### config.mk
export PLATFORM = sky130hd
export DESIGN_NAME = prog_loader
export DESIGN_NICKNAME = d
export VERILOG_FILES = /design/src/rtl/prog_loader.sv
export SDC_FILE = /design/constraint.sdc
export NUM_CORES = 1
export LEC_CHECK = 0
export BUFFER_PORTS_ARGS = -buffer_cell sky130_fd_sc_hd__buf_2
export CELL_PAD_IN_SITES_DETAIL_PLACEMENT = 1
export CELL_PAD_IN_SITES_GLOBAL_PLACEMENT = 1
export CORE_UTILIZATION = 39
export CTS_CLUSTER_DIAMETER = 50
export DETAILED_ROUTE_END_ITERATION = 16
export GPL_ROUTABILITY_DRIVEN = 0
export PLACE_DENSITY_LB_ADDON = 0.05
export SYNTH_ARGS = -nofsm -noshare
export SYNTH_HDL_FRONTEND = slang
export SYNTH_SLANG_ARGS = --single-unit
### constraint.sdc
create_clock -name clk -period 1.8 [get_ports clk]
set_input_delay 0.18 -clock clk [delete_from_list [all_inputs] [get_ports clk]]
set_output_delay 0.18 -clock clk [all_outputs]
set_load 0.005 [all_outputs]
### src/rtl/prog_loader.sv
// Program-memory loader: receives a length-prefixed byte stream, assembles
// big-endian 32-bit words, writes them to program memory and holds the core.
module prog_loader #(
   parameter int ADDR_WIDTH = 10,
   parameter int BASE_ADDR  = 0
) (
   input  logic                  clk,
   input  logic                  rst_n,
   input  logic                  start,
   input  logic                  in_valid,
   input  logic [7:0]            in_byte,
   output logic                  in_ready,
   output logic                  mem_we,
   output logic [ADDR_WIDTH-1:0] mem_addr,
   output logic [31:0]           mem_wdata,
   output logic                  cpu_hold,
   output logic                  load_done,
   output logic                  load_err,
   output logic [15:0]           words_written
);

   localparam logic [2:0] S_IDLE   = 3'd0;
   localparam logic [2:0] S_LEN_HI = 3'd1;
   localparam logic [2:0] S_LEN_LO = 3'd2;
   localparam logic [2:0] S_DATA   = 3'd3;
   localparam logic [2:0] S_DONE   = 3'd4;
   localparam logic [2:0] S_ERR    = 3'd5;

   // Words available from BASE_ADDR to the top of memory; 17 bits so a full
   // 64K-word memory is representable.
   localparam logic [16:0] ROOM = 17'((1 << ADDR_WIDTH) - BASE_ADDR);

   logic [2:0]  state;
   logic [2:0]  next_state;
   logic [15:0] len;
   logic [15:0] len_full;
   logic [15:0] word_idx;
   logic [1:0]  byte_idx;
   logic [23:0] shreg;
   logic [31:0] addr_sum;
   logic        accept;
   logic        can_start;
   logic        last_byte;

   assign in_ready  = (state == S_LEN_HI) || (state == S_LEN_LO) || (state == S_DATA);
   assign accept    = in_valid && in_ready;
   assign can_start = (state == S_IDLE) || (state == S_DONE) || (state == S_ERR);
   assign len_full  = {len[15:8], in_byte};
   assign last_byte = (byte_idx == 2'd3) && (word_idx == len - 16'd1);
   assign addr_sum  = 32'(BASE_ADDR) + {16'd0, word_idx};

   // NOTE: every variable written here gets a default first so no latch is inferred.
   always_comb begin
      next_state = state;
      case (state)
         S_IDLE, S_DONE, S_ERR: if (start) next_state = S_LEN_HI;
         S_LEN_HI:              if (accept) next_state = S_LEN_LO;
         S_LEN_LO: begin
            if (accept) begin
               if (len_full == 16'd0)               next_state = S_DONE;
               else if ({1'b0, len_full} > ROOM)    next_state = S_ERR;
               else                                 next_state = S_DATA;
            end
         end
         S_DATA:                if (accept && last_byte) next_state = S_DONE;
         default:               next_state = S_IDLE;
      endcase
   end

   // NOTE: sequential state uses non-blocking assignments only; reset is
   // synchronous and also clears the datapath so no partial word survives it.
   always_ff @(posedge clk) begin
      if (!rst_n) begin
         state         <= S_IDLE;
         len           <= 16'd0;
         word_idx      <= 16'd0;
         byte_idx      <= 2'd0;
         shreg         <= 24'd0;
         mem_we        <= 1'b0;
         mem_addr      <= '0;
         mem_wdata     <= 32'd0;
         cpu_hold      <= 1'b1;
         load_done     <= 1'b0;
         load_err      <= 1'b0;
         words_written <= 16'd0;
      end else begin
         state     <= next_state;
         mem_we    <= 1'b0;
         load_done <= (next_state == S_DONE);
         load_err  <= (next_state == S_ERR);
         // Release the core one cycle after DONE is entered; a restart re-asserts at once.
         cpu_hold  <= !((state == S_DONE) && !start);

         if (can_start && start) words_written <= 16'd0;

         case (state)
            S_LEN_HI: if (accept) len[15:8] <= in_byte;
            S_LEN_LO: begin
               if (accept) begin
                  len[7:0] <= in_byte;
                  byte_idx <= 2'd0;
                  word_idx <= 16'd0;
               end
            end
            S_DATA: begin
               if (accept) begin
                  shreg    <= {shreg[15:0], in_byte};
                  byte_idx <= byte_idx + 2'd1;
                  if (byte_idx == 2'd3) begin
                     mem_we        <= 1'b1;
                     mem_addr      <= addr_sum[ADDR_WIDTH-1:0];
                     mem_wdata     <= {shreg, in_byte};
                     word_idx      <= word_idx + 16'd1;
                     words_written <= words_written + 16'd1;
                  end
               end
            end
            default: ;
         endcase
      end
   end

endmodule

==> metrics list, run 1 <==
- Mean post-synth cell area: 8.30 µm²
- Compound-Gate Fraction of Synth Area: 0.186
* Total number of placement rows: 43
- Power after layout: 6.92 mW
- Floorplan Core Area: 13,900 µm²
- Number of enable-type register cells in the synthesized netlist: 0
* Fraction of power consumed by sequential logic: 0.401
- The final layout contains 817 nets.
- The number of global-route vias before repair was 5,270.
- In this run the remaining antenna-violating nets after routing total 0.
* Clock transition time at the flip-flop clock pins of the worst setup and hold paths: 50 ps
- IR analysis of the VDD net gives a maximum drop of 0.588 mV.
- Post-Synthesis Net Count: 691
- H-tree levels: 4
- In the routed design, unresolved DRC markers number 0.
- Setup violations remaining at the end of the flow were counted as 4.
- The final count of hold timing violations came to 0.
- Buffers inserted to repair hold after CTS numbered 0.
- At the pin with the least slew margin, the transition time is 434 ps.
- Required arrival time at the worst endpoint: 2100 ps
- Of the total synthesized cell area, the portion taken by AND, OR, NAND and NOR gates is 0.270.
* Number of max-capacitance violations reported: 0
- The library cell used most frequently in the layout, excluding fill and tap cells, is sky130_fd_sc_hd__nand2_1.
* Area share of the largest cell type after synthesis: 0.439
- In this run the static leakage power is 2.92 nW.
- Adder-Cell Fraction of Synth Area: 0.00893
- For this design the ratio of total power to cell area is 938 nW/µm².
* RSZ-0062 raised after global routing: true
- Number of synthesized register bits: 123
* Combinational share of power: 0.080
- The die is 122 µm wide.
* Total via count after detailed routing: 5,160
* Max stage delay cell, worst path: sky130_fd_sc_hd__or4b_4
- The number of clock buffers added by TritonCTS is 17.
- Number of DRC violations after detailed-routing iteration 0: 221
- Largest stage delay, worst path: 510 ps
* Fraction of the yosys area taken by sequential cells: 0.439
* Share of power burned in the clock network: 0.519
- Rel. slew slack: 0.708
* Dominant combinational cell family by area after synthesis: simple AND/OR/NAND/NOR gates
- Total wire length: 16,200 µm
- Cells after DPL: 957
* Full die area: 14,900 µm²
- Layout-stage area growth over the synthesis result: 31.7%
- Post-synth top flop: sky130_fd_sc_hd__dfxtp_1
- Failing checks: setup timing
* Synth top area cells: sky130_fd_sc_hd__dfxtp_1 44%, sky130_fd_sc_hd__nand2_1 13%, sky130_fd_sc_hd__a21boi_0 12%
- Clock latency at the later pin of the worst-skew pair: 430 ps
- The HPWL after detailed placement is 11,200 µm.
* First-pass GRT wire length: 26,200 µm
- Port buffering added 74 buffers.
- CTS saw 123 sinks.
- The number of antenna diodes in the final layout is 0.
- Of the total power, the share spent switching nets is 0.229.
- Max-slew violation count: 0
- Share of cells above drive strength 1: 0.258
- Initial antenna violation count: 0
* Die height: 122 µm
* Final worst path period need: 1880 ps
* Cell count after synthesis: 675
* Type of destination of the critical path: register
* Worst-path fanout max: 4
- Clock root cell: sky130_fd_sc_hd__clkbuf_16
- Derived from the worst setup path, the maximum achievable clock frequency is 532 MHz.
- Share of synthesized registers carrying an async set or reset: 0
* Worst clock skew on the final layout: 14.9 ps
* Average wire length per cell after detail routing: 16.3 µm
* IO Count: 75
* Status: complete, but fails checks
* Cell Area, Synth: 5600 µm²
- The initial utilization of the core area, before any placement, comes to 0.402.
- After synthesis, the netlist uses 59 different library cells.
- Cell internal power was estimated by the tool at 5.34 mW.
- Type of the setup path with the least slack: reg2reg
* CP bufs+invs: 1
- Final critical-path share of the clock period: 1.04
* Via density per instance: 5.20
* Fraction of synthesized area in multiplexers: 0.00737
- Leaving out fill and tap cells, the most frequent cells in the layout are 199 x sky130_fd_sc_hd__nand2_1, 122 x sky130_fd_sc_hd__dfxtp_1, 87 x sky130_fd_sc_hd__a21boi_0, 74 x sky130_fd_sc_hd__buf_2, 66 x sky130_fd_sc_hd__buf_4.
* Initial DRT Pass Iterations: 4
* Synth warn: 0
- The finished layout holds 993 standard cells, fillers aside.
- Net switching power figure: 1.59 mW
- At the worst endpoint, the arrival time is 2180 ps.
- TritonCTS built the clock tree.
- Entering global routing, the biggest net connects 105 pins.
* Bufs on Longest Clock Path: 2
- Across all setup checks in the final design, the least slack found is -80.1 ps.
- The worst setup path is launched from a register.
- The total overflow left after global routing is 0.
- The largest total area in the synthesized netlist belongs to sky130_fd_sc_hd__dfxtp_1.
- Global-route total usage across every layer: 0.229
- Tightest Hold Check Type: in2reg
- Post-synthesis share of cell area spent on xor and xnor gates: 0.0563
- Cell type group with the largest total delay on the critical path: simple AND/OR/NAND/NOR gates
- The critical path goes through inv_2, ha_4, or4b_4, a21oi_2, o22ai_2, nor4_2, and4_1, o2bb2ai_1.
[synth_stat cells (5+ instances only)]
master and number:
sky130_fd_sc_hd__and4_1 6, sky130_fd_sc_hd__a21boi_0 89, sky130_fd_sc_hd__xor2_1 18, sky130_fd_sc_hd__nor4_1 6
sky130_fd_sc_hd__nor2_1 32, sky130_fd_sc_hd__nand2b_1 5, sky130_fd_sc_hd__dfxtp_1 123, sky130_fd_sc_hd__nor2b_1 9
sky130_fd_sc_hd__o21ai_0 12, sky130_fd_sc_hd__nand4_1 10, sky130_fd_sc_hd__nor3_1 8, sky130_fd_sc_hd__nand2_1 199
sky130_fd_sc_hd__and3_1 9, sky130_fd_sc_hd__nand3_1 19, sky130_fd_sc_hd__clkbuf_1 22, sky130_fd_sc_hd__buf_2 12
sky130_fd_sc_hd__and2_1 7, sky130_fd_sc_hd__xnor2_1 18
[power by group through the flow]
stage / clock (mW) / sequential (mW) / combinational [mW]
after global placement: 0 / 2.83 / 0.503
after floorplan: 0 / 2.82 / 0.302
after detailed placement: 0 / 2.83 / 0.520
after global routing: 3.78 / 2.78 / 0.602
after CTS: 3.66 / 2.77 / 0.535
final: 3.59 / 2.77 / 0.555
[layer usage]
layer | vias to the layer above | track usage | routed length (µm)
met5 | - | 0 | 0
met4 | 0 | 0.0972 | 125
met3 | 10 | 0.0426 | 485
met2 | 87 | 0.399 | 8220
met1 | 2513 | 0.275 | 7400
li1 | 2550 | - | -
[flip-flops by register name (all words and copies together) (netlist names)]
signal and count:
len 16, cpu_hold 1, byte_idx 2, mem_addr 10
load_done 1, words_written 16, state 3, mem_wdata 32
shreg 24, mem_we 1, load_err 1, word_idx 16
[layout make-up]
type / count / area (µm²)
fillers: 1675 / 6550
multi-input cells: 512 / 3120
flip-flops and latches: 123 / 2470
repair buffers: 144 / 946
clock buffers: 20 / 447
well taps: 180 / 225
clock inverters: 11 / 170
inverters: 3 / 11.3
[per-stage QoR]
step	setup TNS (ps)	area [µm²]	setup WS [ps]	utilization	hold slack, ps
finish	-255	7380	-80.1	0.530	31.1
global route	-618	7380	-176	0.530	38.5
detailed placement	-694	6590	-191	0.473	445
floorplan	0	5620	19.6	-	315
global placement	-373	6590	-83.9	0.473	448
CTS	-379	7280	-124	0.522	1.73
[worst reg2reg max path: cells and delay by family (launching register included)]
kind,cells,cell delay (ps)
and+or+nand+nor,3,870
DFF,1,350
buffers and inverters,1,60
AOI/OAI and AO/OA,3,360
adders and majority gates,1,130
[worst paths after layout]
check                             startpoint                    endpoint  slack (ps)  cells after the start
hold / removal                         start         cpu_hold$_SDFF_PN1_          30                      3
setup / recovery         len[0]$_SDFFE_PN0P_         state[1]$_SDFF_PN0_         -80                      8
setup reg to reg         len[0]$_SDFFE_PN0P_         state[1]$_SDFF_PN0_         -80                      8
hold reg to reg   mem_wdata[22]$_SDFFE_PN0P_  mem_wdata[22]$_SDFFE_PN0P_         460                      2
[kinds of logic after synthesis]
kind of cell,Yosys count
XOR/XNOR,36
flip-flops,123
adder cells (fa/ha/maj),4
buffers and inverters,40
multiplexers,4
AND/OR/NAND/NOR,331
AO/OA/AOI/OAI,137
[timing repair]
| action | 4_1_cts | 5_1_grt |
|---|---|---|
| resized for setup | 11 | 21 |
| endpoints found under the setup margin | 6 | 17 |
| pin swaps | 4 | 5 |
| cloned | 0 | 0 |
| buffers inserted | 3 | 2 |
Power figures use the tool's default switching activity.
==> run 2: changes to the inputs <==
--- a/config.mk
+++ b/config.mk
@@ -8,6 +8,7 @@
 export BUFFER_PORTS_ARGS = -buffer_cell sky130_fd_sc_hd__buf_2
 export CELL_PAD_IN_SITES_DETAIL_PLACEMENT = 1
 export CELL_PAD_IN_SITES_GLOBAL_PLACEMENT = 1
+export CORE_MARGIN = 10
 export CORE_UTILIZATION = 39
 export CTS_CLUSTER_DIAMETER = 50
 export DETAILED_ROUTE_END_ITERATION = 16
==> run 2 against run 1 <==
Against the previous run: critical endpoint is now state[0]$_SDFF_PN0_; sequential power is essentially flat; clock power shrank 5%; first-iteration DRC count shrank 41%; via count shrank 0.78%; sequential cell count is the same; die area grew 32%; largest cell class unchanged; the flow still finishes with violations (setup timing); cell count grew 0.20%.
==> metrics list, run 2 (synthesized netlist as in run 1, its figures left out) <==
- Average wire length per cell after detail routing: 16.8 µm (+2.7%)
* Worst IR drop on VDD: 0.623 mV (+6.0%)
* Rel. slew slack: 0.568 (-0.140)
* Number of DRC violations after detailed-routing iteration 0: 131 (-41%)
* First-pass GRT wire length: 27,300 µm (+4.2%)
* CP Data Arrival Time: 2270 ps (+90 ps)
- Layout-stage area growth over the synthesis result: 32.2%
- Pin count of the biggest net entering global routing: 105 (unchanged)
- Type of the setup path with the least slack: reg2reg
* Worst-path fanout max: 3 (-1)
- Fraction of power consumed by sequential logic: 0.412 (+0.011)
- Worst clock skew on the final layout: 5.54 ps (-9.34 ps)
* Share of cells above drive strength 1: 0.272 (+0.0141)
- The library cell used most frequently in the layout, excluding fill and tap cells, is sky130_fd_sc_hd__nand2_1.
- In the final layout, the registers with the most flip-flops are mem_wdata: 32 flops, shreg: 24 flops.
* Number of max-capacitance violations reported: 0 (unchanged)
- Residual antenna-violating net count after detailed routing: 0 (unchanged)
- Bufs on Longest Clock Path: 2 (unchanged)
- Max-slew violation count: 0 (unchanged)
- Initial DRT Pass Iterations: 4 (unchanged)
- TritonCTS buffer count: 17 (unchanged)
- The top-level I/O count came to 75 (unchanged).
- TritonCTS built the clock tree.
- The worst reg-to-reg setup slack was -180 ps (-100 ps).
- Status: complete, but fails checks
- Total wire length: 16,700 µm (+2.9%)
- In this run the worst setup path begins at word_idx[15]$_SDFFE_PN0P_.
- Total number of placement rows: 43 (unchanged)
- Startpoint of the worst register-to-register path: word_idx[15]$_SDFFE_PN0P_
- The slack of the critical path was -178 ps (-97.6 ps).
* Power after layout: 6.76 mW (-2.4%)
- In this run the most critical hold path is launched from start.
- Full die area: 19,600 µm² (+32%)
- Final critical-path share of the clock period: 1.10 (+0.0542)
* Combinational share of power: 0.084 (+0.004)
- The width of the die was 140 µm (+15%).
- The number of antenna repair diodes is 0 (unchanged).
- The areal power density over the cells is 912 nW/µm² (-2.8%).
- Failing checks: setup timing
* H-tree levels: 4 (unchanged)
* Vias in the first global route: 5,419 (+2.8%)
- Via density per instance: 5.15 (-0.97%)
- The half-perimeter wire length after placement was 11,900 µm (+5.9%).
- Net switching power figure: 1.58 mW (-0.62%)
- The flip-flop count of the largest register after layout is 32 (unchanged).
- Fraction of power spent switching nets: 0.233 (+0.00420)
- STA classifies the critical path startpoint as a register.
- Number of clock sinks: 123 (unchanged)
- Count of buffers inserted at the top-level ports: 74 (unchanged)
- The clock latency at the later pin of the worst-skew pair is 420 ps (about the same).
* Initial core utilization: 0.401 (-0.00155)
- The setup violation total in the final timing report was 4 (unchanged).
- Die height: 140 µm (+15%)
* Tightest Hold Check Type: in2reg
- Leading cell types in the layout, fill and taps excluded: 199 x sky130_fd_sc_hd__nand2_1, 115 x sky130_fd_sc_hd__dfxtp_1, 88 x sky130_fd_sc_hd__a21boi_0, 74 x sky130_fd_sc_hd__buf_2, 66 x sky130_fd_sc_hd__buf_4
* Largest reg by FF count: mem_wdata
- Leakage power: 2.93 nW (+0.46%)
- The count of hold-fix buffers inserted at cts was 0 (unchanged).
- The clock period minus final worst setup slack was 1980 ps (+97.6 ps).
- Clock root cell: sky130_fd_sc_hd__clkbuf_16
- Setup repair after global routing could not meet its margin everywhere.
* Utilization after layout: 0.530 (about the same)
- The area of the core came to 14,000 µm² (+0.39%).
- Total gr overflow: 0 (unchanged)
- The post-layout net count came to 819 (+0.24%).
- The worst endpoint required time is 2100 ps (about the same).
- The pin slew with the least headroom to its limit is 643 ps (+209 ps).
- The final count of hold timing violations came to 0 (unchanged).
- Global-route total usage across every layer: 0.168 (-0.0614)
* Share of power burned in the clock network: 0.505 (-0.014)
* Total via count after detailed routing: 5,120 (-0.78%)
- The remaining routing DRC violations came to 0 (unchanged).
- The internal cell power came to 5.18 mW (-2.9%).
- Initial antenna violation count: 0 (unchanged)
* Clock transition time at the flip-flop clock pins of the worst setup and hold paths: 50 ps (about the same)
* Pre-CTS setup slack: -185 ps (+6.81 ps)
* Type of destination of the critical path: register
- Highest clock rate: 506 MHz (-4.9%)
==> run 2: changes by cell type in the layout (fill, tap and decap cells not counted), moves of 3 or more <==
cell,delta
sky130_fd_sc_hd__dfxtp_1,-7
sky130_fd_sc_hd__dfxtp_2,+7
sky130_fd_sc_hd__clkbuf_8,+3
sky130_fd_sc_hd__nor4_2,-3
==> run 2: routing by layer <==
metal / routed length (µm) / global-route usage
met5: 0 / 0
met4: 348 / 0.0603
met1: 7230 / 0.192
met3: 691 / 0.0480
met2: 8440 / 0.291
==> run 2: worst paths after layout <==
kind,cells past startpoint,endpoint
min reg2reg,2,mem_addr[1]$_SDFFE_PN0P_
min,3,cpu_hold$_SDFF_PN1_
max,6,state[0]$_SDFF_PN0_
max reg2reg,6,state[0]$_SDFF_PN0_
==> run 2: cell type report <==
class	count	area (µm²)
timing repair buffer	146	968
fill	1678	6580
tap	180	225
clock inverter	10	115
clock buffer	21	480
sequential	123	2470
multi-input combinational	512	3140
inverter	3	11.3
==> run 2: critical path, cell delays in order, from the launching register on <==
cell and delay, ps:
sky130_fd_sc_hd__dfxtp_1 330, sky130_fd_sc_hd__xnor2_1 160, sky130_fd_sc_hd__or3_1 360, sky130_fd_sc_hd__a211o_1 310
sky130_fd_sc_hd__a211oi_2 340, sky130_fd_sc_hd__and4_1 270, sky130_fd_sc_hd__o21ai_1 90
==> run 2: power by group through the flow <==
stage	Clock (mW)	Combinational, mW	Sequential (mW)
finish	3.41	0.565	2.78
global route	3.63	0.617	2.78
CTS	3.49	0.531	2.78
detailed placement	0	0.521	2.83
global placement	0	0.507	2.83
floorplan	0	0.302	2.82
==> run 2: timing repair <==
item	4_1_cts	5_1_grt
buffers inserted	0	4
pin swaps	7	9
gates resized for setup	15	26
setup endpoints to repair	13	56
==> run 2: stage by stage <==
stage / cells / TNS, ps / hold slack (ps) / instance area (µm²)
finish: 995 / -578 / 37.1 / 7410
floorplan: 675 / 0 / 315 / 5620
CTS: 991 / -398 / 19.3 / 7270
detailed placement: 960 / -771 / 452 / 6610
global placement: 960 / -454 / 448 / 6610
global route: 995 / -1130 / 44.2 / 7410
